File: src/rtl/codec_cfg_sequencer_if.sv
// Host-request and i2cc handshake bundle for the WM8731 configuration sequencer.
// Handshakes:
//   host: host_req is a level held until host_ack; host_ack pulses for one cycle
//         and host_nack is valid only in that cycle. The requester drops
//         host_req the cycle after host_ack.
//   i2cc: i2c_start pulses for one cycle, only while i2c_busy=0; i2c_data is held
//         from start until i2c_done; i2c_nack is valid only while i2c_done=1.
interface codec_cfg_sequencer_if;
  logic        host_req;
  logic [6:0]  host_reg_addr;
  logic [8:0]  host_reg_data;
  logic        host_ack;
  logic        host_nack;
  logic        i2c_start;
  logic [23:0] i2c_data;
  logic        i2c_busy;
  logic        i2c_done;
  logic        i2c_nack;

  modport master (
    input  host_req, host_reg_addr, host_reg_data, i2c_busy, i2c_done, i2c_nack,
    output host_ack, host_nack, i2c_start, i2c_data
  );

  modport slave (
    output host_req, host_reg_addr, host_reg_data, i2c_busy, i2c_done, i2c_nack,
    input  host_ack, host_nack, i2c_start, i2c_data
  );
endinterface

File: src/rtl/codec_cfg_sequencer.sv
// Drives the i2cc that configures the WM8731: writes the power-up register table,
// retries NACKed frames, then serves single-register host writes.
module codec_cfg_sequencer #(
  parameter logic [6:0]  DEV_ADDR   = 7'h1A,
  parameter logic [15:0] PWR_WAIT   = 16'd50000,
  parameter logic [7:0]  GAP_CYCLES = 8'd100,
  parameter logic [1:0]  MAX_RETRY  = 2'd3
) (
  input  logic                         clk,
  input  logic                         reset,
  codec_cfg_sequencer_if.master        bus,
  output logic                         init_done,
  output logic                         cfg_error,
  output logic                         busy,
  output logic [2:0]                   state_dbg
);

  typedef enum logic [2:0] {
    S_PWR   = 3'd0,
    S_LOAD  = 3'd1,
    S_START = 3'd2,
    S_WAIT  = 3'd3,
    S_GAP   = 3'd4,
    S_READY = 3'd5
  } state_t;

  state_t      state_q, state_d;
  state_t      after_q, after_d;
  logic [3:0]  index_q, index_d;
  logic [1:0]  retry_q, retry_d;
  logic [15:0] cnt_q, cnt_d;
  logic        host_phase_q, host_phase_d;
  logic [6:0]  host_addr_q, host_addr_d;
  logic [8:0]  host_data_q, host_data_d;
  logic        i2c_start_q, i2c_start_d;
  logic [23:0] i2c_data_q, i2c_data_d;
  logic        host_ack_q, host_ack_d;
  logic        host_nack_q, host_nack_d;
  logic        init_done_q, init_done_d;
  logic        cfg_error_q, cfg_error_d;
  logic        busy_q, busy_d;

  // Power-up table as {reg_addr[6:0], reg_data[8:0]}.
  function automatic logic [15:0] init_entry(input logic [3:0] idx);
    case (idx)
      4'd0:    init_entry = {7'd15, 9'h000};
      4'd1:    init_entry = {7'd0,  9'h017};
      4'd2:    init_entry = {7'd1,  9'h017};
      4'd3:    init_entry = {7'd2,  9'h079};
      4'd4:    init_entry = {7'd3,  9'h079};
      4'd5:    init_entry = {7'd4,  9'h012};
      4'd6:    init_entry = {7'd5,  9'h000};
      4'd7:    init_entry = {7'd6,  9'h000};
      4'd8:    init_entry = {7'd7,  9'h042};
      4'd9:    init_entry = {7'd9,  9'h001};
      default: init_entry = 16'h0000;
    endcase
  endfunction

  always_comb begin
    logic        advance;
    logic        abandon;
    logic [15:0] cnt_nxt;
    advance      = 1'b0;
    abandon      = 1'b0;
    cnt_nxt      = cnt_q + 16'd1;
    state_d      = state_q;
    after_d      = after_q;
    index_d      = index_q;
    retry_d      = retry_q;
    cnt_d        = cnt_q;
    host_phase_d = host_phase_q;
    host_addr_d  = host_addr_q;
    host_data_d  = host_data_q;
    i2c_start_d  = 1'b0;
    i2c_data_d   = i2c_data_q;
    host_ack_d   = 1'b0;
    host_nack_d  = 1'b0;
    init_done_d  = init_done_q;
    cfg_error_d  = cfg_error_q;

    case (state_q)
      S_PWR: begin
        if (cnt_nxt >= PWR_WAIT) begin
          cnt_d   = 16'd0;
          state_d = S_LOAD;
        end else begin
          cnt_d = cnt_nxt;
        end
      end
      S_LOAD: begin
        i2c_data_d = host_phase_q ? {DEV_ADDR, 1'b0, host_addr_q, host_data_q}
                                  : {DEV_ADDR, 1'b0, init_entry(index_q)};
        state_d    = S_START;
      end
      S_START: begin
        if (!bus.i2c_busy) begin
          i2c_start_d = 1'b1;
          state_d     = S_WAIT;
        end
      end
      S_WAIT: begin
        if (bus.i2c_done) begin
          if (!bus.i2c_nack) begin
            retry_d = 2'd0;
            advance = 1'b1;
          end else if (retry_q < MAX_RETRY) begin
            retry_d = retry_q + 2'd1;
            cnt_d   = 16'd0;
            after_d = S_START;
            state_d = S_GAP;
          end else begin
            cfg_error_d = 1'b1;
            retry_d     = 2'd0;
            advance     = 1'b1;
            abandon     = 1'b1;
          end
          if (advance) begin
            cnt_d   = 16'd0;
            state_d = S_GAP;
            if (host_phase_q) begin
              host_ack_d  = 1'b1;
              host_nack_d = abandon;
              after_d     = S_READY;
            end else if (index_q == 4'd9) begin
              init_done_d = 1'b1;
              after_d     = S_READY;
            end else begin
              index_d = index_q + 4'd1;
              after_d = S_LOAD;
            end
          end
        end
      end
      S_GAP: begin
        if (cnt_nxt >= {8'd0, GAP_CYCLES}) begin
          cnt_d   = 16'd0;
          state_d = after_q;
        end else begin
          cnt_d = cnt_nxt;
        end
      end
      S_READY: begin
        if (bus.host_req) begin
          host_addr_d  = bus.host_reg_addr;
          host_data_d  = bus.host_reg_data;
          host_phase_d = 1'b1;
          state_d      = S_LOAD;
        end
      end
      default: state_d = S_PWR;
    endcase

    busy_d = (state_d != S_READY);
  end

  always_ff @(posedge clk or posedge reset) begin
    if (reset) begin
      state_q      <= S_PWR;
      after_q      <= S_LOAD;
      index_q      <= 4'd0;
      retry_q      <= 2'd0;
      cnt_q        <= 16'd0;
      host_phase_q <= 1'b0;
      host_addr_q  <= 7'd0;
      host_data_q  <= 9'd0;
      i2c_start_q  <= 1'b0;
      i2c_data_q   <= 24'd0;
      host_ack_q   <= 1'b0;
      host_nack_q  <= 1'b0;
      init_done_q  <= 1'b0;
      cfg_error_q  <= 1'b0;
      busy_q       <= 1'b1;
    end else begin
      state_q      <= state_d;
      after_q      <= after_d;
      index_q      <= index_d;
      retry_q      <= retry_d;
      cnt_q        <= cnt_d;
      host_phase_q <= host_phase_d;
      host_addr_q  <= host_addr_d;
      host_data_q  <= host_data_d;
      i2c_start_q  <= i2c_start_d;
      i2c_data_q   <= i2c_data_d;
      host_ack_q   <= host_ack_d;
      host_nack_q  <= host_nack_d;
      init_done_q  <= init_done_d;
      cfg_error_q  <= cfg_error_d;
      busy_q       <= busy_d;
    end
  end

  assign bus.i2c_start = i2c_start_q;
  assign bus.i2c_data  = i2c_data_q;
  assign bus.host_ack  = host_ack_q;
  assign bus.host_nack = host_nack_q;
  assign init_done     = init_done_q;
  assign cfg_error     = cfg_error_q;
  assign busy          = busy_q;
  assign state_dbg     = state_q;

endmodule

File: src/flat_wrapper.sv
// flat-port wrapper written by rule: the top's interface ports become plain ports
module codec_cfg_sequencer_flat 
#(
  parameter logic [6:0]  DEV_ADDR   = 7'h1A,
  parameter logic [15:0] PWR_WAIT   = 16'd50000,
  parameter logic [7:0]  GAP_CYCLES = 8'd100,
  parameter logic [1:0]  MAX_RETRY  = 2'd3
)
  (clk, reset, init_done, cfg_error, busy, state_dbg, bus_host_req, bus_host_reg_addr, bus_host_reg_data, bus_i2c_busy, bus_i2c_done, bus_i2c_nack, bus_host_ack, bus_host_nack, bus_i2c_start, bus_i2c_data);
  codec_cfg_sequencer_if bus_i ();
  input  logic clk;
  input  logic reset;
  output logic init_done;
  output logic cfg_error;
  output logic busy;
  output logic [2:0] state_dbg;
  input wire logic [$bits(bus_i.host_req)-1:0] bus_host_req;
  input wire logic [$bits(bus_i.host_reg_addr)-1:0] bus_host_reg_addr;
  input wire logic [$bits(bus_i.host_reg_data)-1:0] bus_host_reg_data;
  input wire logic [$bits(bus_i.i2c_busy)-1:0] bus_i2c_busy;
  input wire logic [$bits(bus_i.i2c_done)-1:0] bus_i2c_done;
  input wire logic [$bits(bus_i.i2c_nack)-1:0] bus_i2c_nack;
  output wire logic [$bits(bus_i.host_ack)-1:0] bus_host_ack;
  output wire logic [$bits(bus_i.host_nack)-1:0] bus_host_nack;
  output wire logic [$bits(bus_i.i2c_start)-1:0] bus_i2c_start;
  output wire logic [$bits(bus_i.i2c_data)-1:0] bus_i2c_data;
  assign bus_i.host_req = bus_host_req;
  assign bus_i.host_reg_addr = bus_host_reg_addr;
  assign bus_i.host_reg_data = bus_host_reg_data;
  assign bus_i.i2c_busy = bus_i2c_busy;
  assign bus_i.i2c_done = bus_i2c_done;
  assign bus_i.i2c_nack = bus_i2c_nack;
  assign bus_host_ack = bus_i.host_ack;
  assign bus_host_nack = bus_i.host_nack;
  assign bus_i2c_start = bus_i.i2c_start;
  assign bus_i2c_data = bus_i.i2c_data;
  codec_cfg_sequencer #(.DEV_ADDR(DEV_ADDR), .PWR_WAIT(PWR_WAIT), .GAP_CYCLES(GAP_CYCLES), .MAX_RETRY(MAX_RETRY)) u_core (.clk(clk), .reset(reset), .bus(bus_i), .init_done(init_done), .cfg_error(cfg_error), .busy(busy), .state_dbg(state_dbg));
endmodule
File: config.mk
export PLATFORM = sky130hd
export DESIGN_NAME = codec_cfg_sequencer_flat
export DESIGN_NICKNAME = d
export VERILOG_FILES = /design/src/rtl/codec_cfg_sequencer_if.sv /design/src/rtl/codec_cfg_sequencer.sv /design/src/flat_wrapper.sv
export SDC_FILE = /design/constraint.sdc
export NUM_CORES = 1
export LEC_CHECK = 0
export CAP_MARGIN = 10
export CELL_PAD_IN_SITES_DETAIL_PLACEMENT = 0
export CELL_PAD_IN_SITES_GLOBAL_PLACEMENT = 1
export CORE_MARGIN = 5
export CORE_UTILIZATION = 52
export CTS_CLUSTER_SIZE = 30
export DETAILED_ROUTE_END_ITERATION = 8
export DONT_BUFFER_PORTS = 1
export PLACE_DENSITY = 0.92
export SLEW_MARGIN = 30
export SYNTH_ARGS = -nofsm -noshare
export SYNTH_HDL_FRONTEND = slang
export SYNTH_SLANG_ARGS = --single-unit
File: constraint.sdc
create_clock -name clk -period 4.94 [get_ports clk]
set_clock_uncertainty 0.2 [all_clocks]
set_input_delay 0.741 -clock clk [delete_from_list [all_inputs] [get_ports clk]]
set_output_delay 0.741 -clock clk [all_outputs]
set_load 0.1 [all_outputs]
==> summary.md <==
| Metric | Value |
|---|---|
| Slowest CP cell | nor4_1 |
| Final setup violation count | 0 |
| # rows | 31 |
| GRT overflow | 0 |
| Share of the synthesized area in the top cell type | 43.93% |
| Comb power frac | between 20% and 30% |
| First-pass GRT wire length | 13,200 um |
| WP buf/inv | 1 |
| Final GP Congestion | 0.8322 |
| Fin. max-slew vios | 0 |
| Nets | 413 |
| Antenna cell count | 0 |
| Root buf cell | clkbuf_8 |
| Worst Hold End | u_core.bus.i2c_start |
| Worst Hold Class | in2reg |
| Level count of the clock H-tree | 3 |
| Bufs on Longest Clock Path | 2 |
| CP max stage delay | 0.51 ns |
| Max Cap Viol | 0 |
| Worst rel slew slack | 36.87% |
| Clk_lat worst skew | approximately 0.35 ns |
| Tmin final | 3.256 ns |
| Power share of the clock group | between 10% and 20% |
| Post-synth ARST share | 100.0% |
| Worst Min Path Start | bus_i2c_busy |
| Share of cells above drive strength 1 | 15.64% |
| Routed vias | 2,809 |
| R2R setup slack | between 1.5 and 2 ns |
| Synthesized cell area | 3760 sq um |
| Crit Path Category | reg2reg |
| EDFF count, synth | 0 |
| Initial antenna violation count | 0 |
| Largest area contributor in the netlist | dfrtp_1 |
| Worst Reg2Reg Path Length in Cells | 9 |
| Seq cells post-synth | 68 |
| TritonCTS Buffers | 9 |
| DPL Wire Length | 5660 um |
| Sequential share of the synthesized area | 45.32% |
| Final hold violation count | 0 |
| Post-CTS Setup Bufs | 0 |
| Post-Layout Cell Count | about 500 |
| Die W | 95.03 um |
| DR WL met2 | about 3800 um |
| Cells after synthesis | 399 |
| Starting DRC count in detailed routing | between 100 and 150 |
| Met3 Wirelength | 520 um |
| Die H | 95.03 um |
| Post-route DRC | 0 |
| Crit-path most repeated cell | nand4_1 |
| CORE AREA | 7137 sq um |
| P_sw | 1.279 mW |
| Initial cell density of the core | approximately 53% |
| Final critical-path share of the clock period | 65.91% |
| Mean Syn Cell Area | 9.423 sq um |
| Post-place setup slack | around 1.7 ns |
| TritonCTS clock tree | yes |
| Hold_buf cts | 0 |
| Post-cts resize count | 0 |
| Required time worst endpoint | 5.00 ns |
| Synth cell types | 58 |
| Reg power frac | 58.3% |
| Setup crit start kind | register |
| Clk pin slew, worst setup/hold paths | 0.07 ns |
| Yosys warns | 0 |
| Run status | complete, no violations |
| Power Total | around 2.4 mW |
| Vias in the first global route | 2,703 |
| IO Count | 55 |
| DR pass1 iterations | 4 |
| CP max FO | 13 |
| CP endpoint kind | register |
| # port buffers | 0 |
| Max layer used | met4 |
| CP top delay family | simple AND/OR/NAND/NOR gates |
| Worst path cell trace | ha_1 -> nand4_1 -> nor4_1 -> nand4_1 -> a211oi_1 -> a21o_1 -> nor2_1 -> buf_4 -> nor3_1 |
| Post-DR wirelength/cell | 16.42 um |
| Cell count after placement | 473 |
| Worst hold path depth | 1 |
| Reg-to-Reg Start | u_core.cnt_q[0] |
| Power density over cell area | 612.8 nW/um^2 |
| Sw Share | 52.75% |
| Setup TNS | 0 ns |
| Largest net degree at the start of global routing | 69 |
| All-Layer GR Usage | 18.89% |
| Top_reg_cell synth | dfrtp_1 |
| Static Leak | roughly 1.7 nW |
| RSZ-0062 raised after global routing | no |
| WL met1 | 3562 um |
| Peak supply drop | 0.0003539 V |
| Internal power | approximately 1.1 mW |
| Critical Path AT | 3.32 ns |
| Final wirelength | 8029 um |
| R2R Path End | u_core.cnt_q[11] |
| Die area | 9031 sq um |
| Top cells by area, synth | dfrtp_1, nand2_1, mux2_2 |
| Least-Margin Pin Slew | 0.9470 ns |
| Achievable Freq | 0.3071 GHz |
| Clock Sinks | 68 |
| Vias per cell | approximately 5.7 |
| Post-DRT Antenna Nets | 0 |
| P&R area growth vs syn | 5.191% |
| Final worst slack | roughly 1.7 ns |
layout make-up:
type                            instances  area [sq um]
Multi-Input combinational cell        291          1851
Clock inverter                          7         75.07
Inverter                               10         37.54
Fill cell                             668          3182
Clock buffer                            9         123.9
Tap cell                               99         123.9
Sequential cell                        68          1707
Timing Repair Buffer                    5         37.54
power groups by stage:
stage	clock network [mW]	registers, mW	logic [mW]
after floorplan	0	1.42	0.440
after global placement	0	1.42	0.538
after detailed placement	0	1.43	0.553
after CTS	0.469	1.42	0.553
after global routing	0.495	1.44	0.615
final	0.462	1.41	0.548
state kept, by name, summed over array words and instances (netlist names), 2 cells and up:
| signal | count |
|---|---|
| u_core.index_q | 4 |
| u_core.state_dbg | 3 |
| u_core.host_data_q | 9 |
| u_core.bus.i2c_data | 17 |
| u_core.cnt_q | 16 |
| u_core.after_q | 3 |
| u_core.retry_q | 2 |
| u_core.host_addr_q | 7 |
worst max-delay path by stage:
stage | from | end | slack, ns | depth (start not counted)
after floorplan | u_core.cnt_q[1] | u_core.cnt_q[10] | 2.20 | 10
after global placement | u_core.cnt_q[0] | u_core.cnt_q[11] | 1.77 | 9
after detailed placement | u_core.cnt_q[0] | u_core.cnt_q[12] | 1.70 | 9
after CTS | u_core.cnt_q[0] | u_core.cnt_q[11] | 1.67 | 9
after global routing | u_core.cnt_q[0] | u_core.cnt_q[11] | 1.34 | 9
final | u_core.cnt_q[0] | u_core.cnt_q[11] | 1.68 | 9
cells by family (layout without fill, tap and decap cells):
group,Yosys count,in the layout,share of synthesized area (%)
AND/OR/NAND/NOR,164,164,22.53
AO/OA/AOI/OAI,75,75,13.38
flip-flops,68,68,45.32
buffers and inverters,44,31,5.857
multiplexers,22,22,6.389
XOR/XNOR,19,19,4.426
adder cells (fa/ha/maj),6,6,1.997
other,1,5,0.09974
layer usage:
layer  up-vias  global-route usage [%]
met5         -                       0
met4         0                   7.091
met3        17                   5.367
met2        71                   28.95
met1      1361                   25.56
li1       1360                       -
synthesized netlist by cell type (2+ instances only):
cell type and count:
or2_2 2, nor2b_1 4, nand2b_1 9, a211oi_1 5
and3_1 4, and2_1 2, nand4_1 5, dfstp_2 2
o21ai_0 24, o31ai_1 2, dfrtp_1 66, a211o_1 2
inv_1 9, o31a_1 3, a21oi_1 15, clkbuf_2 2
ha_1 6, nor4_1 7, buf_2 8, mux2_2 16
or4_1 2, xnor2_1 10, nand2_1 57, nand3_1 19
o211ai_1 4, buf_4 7, mux2i_1 6, nor3_1 10
nor3_2 10, o41ai_1 2, xor2_1 9, clkbuf_1 16
nor2_1 27, a21o_1 3
layout by cell type (no fill, tap or decap), drive strengths merged, types with 7 or more instances in the layout:
cell type / n
nand3: 21
a21oi: 17
xnor2: 10
nand2: 57
nor4: 7
nor2: 27
nand2b: 9
inv: 11
nor3: 20
o21ai: 24
xor2: 9
dfrtp: 66
clkbuf: 9
mux2: 16
metrics by stage:
step | hold slack (ns) | utilization (%) | cell area [sq um]
6_report | 0.2533 | 55.42 | 3955
5_1_grt | 0.2560 | 55.42 | 3955
4_1_cts | 0.2448 | 55.42 | 3955
3_5_place_dp | 0.2635 | 52.63 | 3756
3_3_place_gp | 0.2628 | 52.61 | 3755
2_1_floorplan | 0.2428 | - | 3775
(Power assumes the default switching activity.)
